<file path="config.mk">
export PLATFORM = sky130hd
export DESIGN_NAME = fifo_wr_arbiter
export DESIGN_NICKNAME = d
export VERILOG_FILES = /design/src/rtl/fifo_wr_arbiter.sv
export SDC_FILE = /design/constraint.sdc
export NUM_CORES = 1
export LEC_CHECK = 0
export ABC_AREA = 1
export CAP_MARGIN = 20
export CORE_ASPECT_RATIO = 0.6
export CORE_MARGIN = 4
export CORE_UTILIZATION = 36
export DETAILED_ROUTE_END_ITERATION = 16
export GPL_TIMING_DRIVEN = 0
export PLACE_DENSITY = 0.75
export SYNTH_ARGS = -nofsm -noshare
export SYNTH_HDL_FRONTEND = slang
export SYNTH_SLANG_ARGS = --single-unit
</file>
<file path="constraint.sdc">
create_clock -name wclk -period 2.1 [get_ports wclk]
set_input_delay 0.63 -clock wclk [delete_from_list [all_inputs] [get_ports wclk]]
set_output_delay 0.63 -clock wclk [all_outputs]
set_load 0.03 [all_outputs]
</file>
<file path="src/rtl/fifo_wr_arbiter.sv">
// Round-robin arbiter sharing one FIFO write port among NREQ requesters.
// Bursts end on the requester's last flag or after MAXBURST words.
module fifo_wr_arbiter #(
    parameter int NREQ     = 4,
    parameter int DSIZE    = 8,
    parameter int MAXBURST = 4
) (
    input  logic                                    wclk,
    input  logic                                    rst,
    input  logic [NREQ-1:0]                         req_valid,
    input  logic [NREQ*DSIZE-1:0]                   req_data,
    input  logic [NREQ-1:0]                         req_last,
    output logic [NREQ-1:0]                         req_ready,
    output logic [DSIZE-1:0]                        fifo_wdata,
    output logic                                    fifo_winc,
    input  logic                                    fifo_wfull,
    output logic [((NREQ > 1) ? $clog2(NREQ) : 1)-1:0] grant_id,
    output logic                                    busy
);

    localparam int GW = (NREQ > 1) ? $clog2(NREQ) : 1;
    localparam int CW = $clog2(MAXBURST + 1);

    typedef enum logic [1:0] {
        S_IDLE,
        S_ARB,
        S_BURST
    } state_t;

    state_t          r_state;
    logic [GW-1:0]   r_rr_ptr;
    logic [GW-1:0]   r_grant_id;
    logic [CW-1:0]   r_burst_cnt;
    logic            r_busy;

    logic [DSIZE-1:0] w_data [NREQ];
    logic             w_found;
    logic [GW-1:0]    w_pick;
    logic             w_gvalid;
    logic             w_glast;
    logic             w_xfer;
    logic             w_term;
    logic [GW-1:0]    w_next_gid;

    // Split the flat data bus into one word per requester
    always_comb begin
        for (int i = 0; i < NREQ; i++) begin
            w_data[i] = req_data[i*DSIZE +: DSIZE];
        end
    end

    // First valid requester at or after rr_ptr, wrapping modulo NREQ
    always_comb begin
        int          v_idx;
        logic [GW-1:0] v_sel;
        w_found = 1'b0;
        w_pick  = r_rr_ptr;
        v_idx   = 0;
        v_sel   = '0;
        for (int k = 0; k < NREQ; k++) begin
            v_idx = int'(r_rr_ptr) + k;
            if (v_idx >= NREQ) begin
                v_idx = v_idx - NREQ;
            end
            v_sel = GW'(v_idx);
            if (!w_found && req_valid[v_sel]) begin
                w_found = 1'b1;
                w_pick  = v_sel;
            end
        end
    end

    assign w_gvalid   = req_valid[r_grant_id];
    assign w_glast    = req_last[r_grant_id];
    assign fifo_wdata = w_data[r_grant_id];
    assign fifo_winc  = (r_state == S_BURST) & w_gvalid & ~fifo_wfull;
    assign w_xfer     = fifo_winc;
    assign w_term     = w_glast | (r_burst_cnt == CW'(MAXBURST - 1));
    assign w_next_gid = (r_grant_id == GW'(NREQ - 1)) ? '0
                                                      : r_grant_id + 1'b1;
    assign grant_id   = r_grant_id;
    assign busy       = r_busy;

    // Only the granted requester sees ready, and only while FIFO has room
    always_comb begin
        req_ready = '0;
        if (r_state == S_BURST && !fifo_wfull) begin
            req_ready[r_grant_id] = 1'b1;
        end
    end

    // Arbitration FSM: IDLE -> ARB -> BURST, with registered busy flag
    always_ff @(posedge wclk or negedge rst) begin
        if (!rst) begin
            r_state     <= S_IDLE;
            r_rr_ptr    <= '0;
            r_grant_id  <= '0;
            r_burst_cnt <= '0;
            r_busy      <= 1'b0;
        end else begin
            unique case (r_state)
                S_IDLE: begin
                    if (|req_valid) begin
                        r_state <= S_ARB;
                    end
                end
                S_ARB: begin
                    if (w_found) begin
                        r_grant_id  <= w_pick;
                        r_burst_cnt <= '0;
                        r_state     <= S_BURST;
                        r_busy      <= 1'b1;
                    end else begin
                        r_state <= S_IDLE;
                    end
                end
                S_BURST: begin
                    if (w_xfer) begin
                        r_burst_cnt <= r_burst_cnt + 1'b1;
                        if (w_term) begin
                            r_state  <= S_IDLE;
                            r_rr_ptr <= w_next_gid;
                            r_busy   <= 1'b0;
                        end
                    end
                end
                default: begin
                    r_state <= S_IDLE;
                    r_busy  <= 1'b0;
                end
            endcase
        end
    end

endmodule

</file>
==> results.py, run 1 <==
metrics = {
    "timing": {
        "fin_crit_sh_pct": 105,
        "final_hold_viol_count": 0,
        "fin_skew_ns": 0.00193,
        "rsz0062_at_grt": "yes",
        "setup_viol": 1,
        "relSlewSlack_pct": 69.5,
        "finalCriticalPeriod_ns": 2.20,
        "setup_ws_ns": -0.104,
        "slew_viol_final": 0,
        "worst_slew_pin_slew_ns": 0.453,
        "fmax_ghz": 0.454,
    },
    "run_status": {
        "status": "finished, violations left",
        "violations": "setup timing",
    },
    "routing": {
        "wl_um": 3820,
        "drc_errors": 0,
        "drt-vias-per-instance": 4.68,
        "antenna_left": 0,
        "first_iter_violations": 99,
        "firstDrtPassIters": 4,
        "wl_per_cell_um": 13.5,
        "vias": 1325,
    },
    "cells_and_area": {
        "drive_above_1_share_pct": 28.2,
        "area_growth_pct": 83.3,
        "fillCellCount": 248,
        "multi_input_area_um2": 823,
        "antenna_cells": 0,
        "seq_area_um2": 254,
        "stdcell_area_um2": 1970,
        "final_nets": 291,
    },
    "synthesis": {
        "synth_top_area_cell": "dfrtp_1",
        "synth_cells": 174,
        "synth_most_common_cell": "nand2_1",
        "ys_warn_count": 0,
        "synth-async-reset-ratio_pct": 100,
        "syn_nets": 223,
        "synth_common_cells": "nand2_1 (40), nor2_1 (30), o21ai_0 (26)",
        "yosysUniqueCellTypes": 26,
        "synthTopCellsByArea": "dfrtp_1 (23%), nand2_1 (14%), o21ai_0 (12%)",
        "avgSynthCellArea_um2": 6.16,
        "synth_area_um2": 1070,
        "ys_seq_elements": 10,
        "synthFlopType": "dfrtp_1",
        "yosysTopAreaCellShare_pct": 23.3,
        "synth_edf_count": 0,
        "yosysSeqAreaShare_pct": 23.3,
    },
    "global_routing": {
        "grt_max_degree": 12,
        "grt_pass1_wl_um": 5890,
        "grt_overflow": 0,
        "grtUsageTotal_pct": 19.1,
        "antenna_found_initial": 0,
        "grt_pass1_vias": 1221,
    },
    "cts": {
        "cts_tree": "yes",
        "h-tree-depth": 1,
        "hold_buffers": 0,
        "path_clk_slew_ns": 0.05,
        "clockRootBuffer": "clkbuf_8",
        "clk-insertion-delay-late_ns": 0.23,
        "clock_path_buffers": 2,
        "cts_sinks": 10,
        "cts_inserted_buffers": 3,
    },
    "hold_path": {
        "hp-start": "r_state[0]",
        "hold_path.class": "register to register",
    },
    "place": {
        "port_buffers": 58,
        "dp_hpwl_um": 2860,
        "dp_slack_ns": -0.934,
        "placed_area_um2": 1770,
        "place.gp.congestion": 0.812,
    },
    "floorplan": {
        "die-area_um2": 3940,
        "num_rows": 15,
        "die_h_um": 50.3,
        "pin_count": 59,
        "core_region_area_um2": 2850,
        "start_util_pct": 37.6,
        "die_w_um": 78.5,
    },
    "job": {
        "max_cap_violations": 0,
    },
    "setup_path": {
        "path_max_fanout": 1,
        "required_ns": 1.47,
        "rr_startpoint": "r_rr_ptr[1]",
        "cp-end-kind": "output pin",
        "start_kind": "input pin",
        "cp_data_arrival_time_ns": 1.57,
        "path_class": "input pin to output pin",
        "startpoint": "req_data[9]",
    },
    "power_and_ir_drop": {
        "peakVddDrop_mv": 0.709,
        "total_leakage_power_nw": 0.952,
        "powerDensity_nw_per_um2": 1420,
    },
}
[path summary, 6_finish.rpt]
check | slack (ns) | end | cells after the start
min in group asynchronous | 0.71 | r_rr_ptr[0] | 1
max | -0.10 | fifo_wdata[1] | 4
min reg2reg | 0.47 | r_state[0] | 1
max reg2reg | 0.50 | grant_id[0] | 8
min | 0.47 | r_state[0] | 1
max in group asynchronous | 1.06 | r_state[1] | 1
[where the power goes]
group	switching (mW)	leakage, nW	internal, mW
Combinational	1.27	0.801	0.917
Sequential	0.0828	0.122	0.279
Clock	0.0700	0.0288	0.164
Total	1.42	0.952	1.36
[metrics by stage]
stage	TNS [ns]	utilization [%]	hold slack (ns)	total power [mW]	cells
detailed placement	-9.85	62.2	0.467	2.24	274
finish	-0.104	68.9	0.471	2.78	283
CTS	0	67.6	0.473	2.73	284
floorplan	-0.00842	-	0.334	1.64	174
global route	-0.124	68.9	0.509	3.00	283
global placement	-9.82	62.2	0.473	2.22	274
[sequential cells by signal (all words and copies together) (netlist names)]
name and flops:
busy 1, r_burst_cnt 3, r_state 2, r_rr_ptr 2, grant_id 2
[what timing repair did]
action                                  4_1_cts  5_1_grt
hold endpoints to repair                      0        0
buffers inserted                              5        0
pin swaps                                     8        7
cloned                                        1        0
endpoints found under the setup margin       13       14
gates resized for setup                     128       25
[cells by family (layout without fill, tap and decap cells)]
logic type / after synthesis / after routing / synth area share (%)
AND/OR/NAND/NOR: 89 / 89 / 36.2
AO/OA/AOI/OAI: 43 / 43 / 23.3
buffers and inverters: 25 / 92 / 9.33
flip-flops: 10 / 10 / 23.3
adder cells (fa/ha/maj): 6 / 6 / 7.00
XOR/XNOR: 1 / 1 / 0.817
[cells in the final DEF, fill, tap and decap left out, drive strengths merged]
master	Yosys	layout
clkdlybuf4s15	0	1
or2	2	2
inv	18	18
ha	6	6
nand3	7	7
clkbuf	4	6
dlymetal6s2s	0	6
o31ai	1	1
clkdlybuf4s50	0	30
o22ai	8	8
dfrtp	10	10
dlygate4sd2	0	7
buf	3	24
nand2	42	42
nor3	2	2
a21oi	5	5
o21a	1	1
xor2	1	1
nand3b	3	3
o21ai	28	28
nor2	33	33
[final cells by class]
cell class / instances / area share, %
multi-input combinational: 139 / 41.9
sequential: 10 / 12.9
inverter: 18 / 3.56
tap: 42 / 2.67
clock buffer: 4 / 2.80
timing repair buffer: 64 / 33.2
buffer: 6 / 2.93
[critical path: stages]
cell and delay [ns]:
clkdlybuf4s50_1 0.41, o21ai_0 0.27, o22ai_2 0.11, buf_6 0.15
[per-layer routing]
metal  up-vias  global-route usage [%]  part of all wire, %
met5         -                       0                    0
met1       580                    28.7                   51
met4         0                    1.74                 0.21
li1        705                       -                    -
met3         2                    4.48                  5.6
met2        38                    28.7                   43
(Power assumes the default switching activity.)
==> run 2, diff against run 1 <==
--- a/config.mk
+++ b/config.mk
@@ -13,6 +13,7 @@
 export DETAILED_ROUTE_END_ITERATION = 16
 export GPL_TIMING_DRIVEN = 0
 export PLACE_DENSITY = 0.75
+export SKIP_CTS_REPAIR_TIMING = 1
 export SYNTH_ARGS = -nofsm -noshare
 export SYNTH_HDL_FRONTEND = slang
 export SYNTH_SLANG_ARGS = --single-unit
==> run 2 against run 1 <==
Compared with the run above: the run still ends with setup timing left; combinational power about the same; via count rose by 1.6%; sequential share of layout area fell by 0.38 points; worst setup slack improved by 0.089 ns; total power is 0.58% higher; clock-buffer cell count unchanged; worst hold slack barely moved; global-route usage shrank 1.2 points; non-clock buffer count grew 2; clock skew up 0.00080 ns; largest power group unchanged.
==> results.py, run 2 (synthesis results as in run 1) <==
metrics = {
    "cts": {
        "cts_inserted_buffers": 3,
        "cts_tree": "yes",
        "path_clk_slew_ns": 0.05,
        "cts_sinks": 10,
        "clock_path_buffers": 2,
        "clk-insertion-delay-late_ns": 0.23,
        "clockRootBuffer": "clkbuf_8",
        "h-tree-depth": 1,
    },
    "floorplan": {
        "die-area_um2": 3940,
        "start_util_pct": 37.6,
        "num_rows": 15,
        "die_w_um": 78.5,
        "pin_count": 59,
        "die_h_um": 50.3,
        "core_region_area_um2": 2850,
    },
    "run_status": {
        "status": "finished, violations left",
        "violations": "setup timing",
    },
    "setup_path": {
        "required_ns": 1.47,
        "cp_data_arrival_time_ns": 1.48,
        "path_class": "input pin to output pin",
        "path_max_fanout": 1,
        "ff2ff_setup_slack_ns": 0.50,
        "start_kind": "input pin",
        "cp-end-kind": "output pin",
    },
    "timing": {
        "final_hold_viol_count": 0,
        "setup_tns_ns": -0.0149,
        "fin_crit_sh_pct": 101,
        "fin_skew_ns": 0.00273,
        "setup_ws_ns": -0.0149,
        "slew_viol_final": 0,
        "setup_viol": 1,
        "worst_slew_pin_slew_ns": 0.449,
        "rsz0062_at_grt": "yes",
        "finalCriticalPeriod_ns": 2.11,
        "relSlewSlack_pct": 70.0,
        "fmax_ghz": 0.473,
    },
    "global_routing": {
        "grtUsageTotal_pct": 17.9,
        "antenna_found_initial": 0,
        "grt_overflow": 0,
        "grt_pass1_vias": 1160,
        "grt_pass1_wl_um": 5550,
        "grt_max_degree": 12,
    },
    "power_and_ir_drop": {
        "total_leakage_power_nw": 1.02,
        "swShare_pct": 50.2,
        "p_switching_mw": 1.41,
        "peakVddDrop_mv": 0.709,
        "clkPwrFrac_pct": 8.4,
        "powerDensity_nw_per_um2": 1380,
        "p_comb_share_pct": 78.6,
        "seqPwrFrac_pct": 13.0,
        "intPower_mw": 1.39,
    },
    "routing": {
        "drt-vias-per-instance": 4.72,
        "firstDrtPassIters": 4,
        "wl_um": 3710,
        "antenna_left": 0,
        "first_iter_violations": 79,
        "vias": 1346,
        "wl_per_cell_um": 13.0,
        "drc_errors": 0,
    },
    "cells_and_area": {
        "fillCellCount": 246,
        "antenna_cells": 0,
        "final_common_cell": "nand2_1",
        "final_nets": 293,
        "area_growth_pct": 88.8,
        "final_core_util_pct": 71.0,
        "seq_area_um2": 254,
        "largest_register_ff_count": 3,
        "top_register": "r_burst_cnt",
        "multi_input_area_um2": 826,
        "drive_above_1_share_pct": 28.8,
        "layout_common_cells": "nand2_1 (40), clkdlybuf4s50_1 (32), nor2_1 (26), buf_6 (13), dlymetal6s2s_1 (13)",
    },
    "hold_path": {
        "hold_path.class": "register to register",
    },
    "place": {
        "port_buffers": 58,
        "place.gp.congestion": 0.812,
        "dp_hpwl_um": 2860,
    },
    "job": {
        "max_cap_violations": 0,
    },
}
run 2: routing by layer:
| layer | global-route usage, % | vias up | routed length (um) |
|---|---|---|---|
| met4 | 1.74 | 0 | 10 |
| li1 | - | 707 | - |
| met1 | 27.6 | 594 | 1900 |
| met2 | 25.6 | 43 | 1630 |
| met5 | 0 | - | 0 |
| met3 | 4.48 | 2 | 168 |
run 2: layout make-up:
type                    instances  share of cell area, %
plain buffers                   7                   3.71
clock buffers                   4                   2.72
inverters                      18                   3.46
multi-input cells             139                   40.8
flip-flops and latches         10                   12.5
well taps                      42                   2.60
repair buffers                 65                   34.2
run 2: path summary, 6_finish.rpt:
| kind | startpoint | cells past startpoint | endpoint |
|---|---|---|---|
| setup / recovery | req_data[26] | 4 | fifo_wdata[2] |
| hold / removal | r_state[0] | 1 | r_state[0] |
| setup reg to reg | grant_id[0] | 7 | r_rr_ptr[0] |
| hold reg to reg | r_state[0] | 1 | r_state[0] |
| max in group asynchronous | rst | 1 | r_state[1] |
| min in group asynchronous | rst | 1 | r_rr_ptr[0] |
run 2: worst max-delay path, cell delays in order:
cell             delay (ns)
clkdlybuf4s50_1        0.47
nor2_1                 0.06
o22ai_2                0.17
buf_6                  0.15
run 2: stage by stage:
| stage | power (mW) | area [um^2] | hold WS [ns] | worst slack [ns] | instances |
|---|---|---|---|---|---|
| 3_5_place_dp | 2.24 | 1770 | 0.467 | -0.934 | 274 |
| 5_1_grt | 3.03 | 2020 | 0.509 | -0.0373 | 285 |
| 3_3_place_gp | 2.22 | 1770 | 0.473 | -0.942 | 274 |
| 2_1_floorplan | 1.64 | 1140 | 0.334 | -0.00842 | 174 |
| 4_1_cts | 2.49 | 1830 | 0.473 | -1.04 | 278 |
| 6_report | 2.80 | 2020 | 0.471 | -0.0149 | 285 |
run 2: power groups by stage:
stage                     logic (mW)  registers, mW  clock network, mW
after CTS                       1.88          0.364              0.242
after floorplan                 1.24          0.402                  0
after global routing            2.39          0.378              0.259
final                           2.20          0.364              0.234
after detailed placement        1.87          0.368                  0
after global placement          1.86          0.364                  0
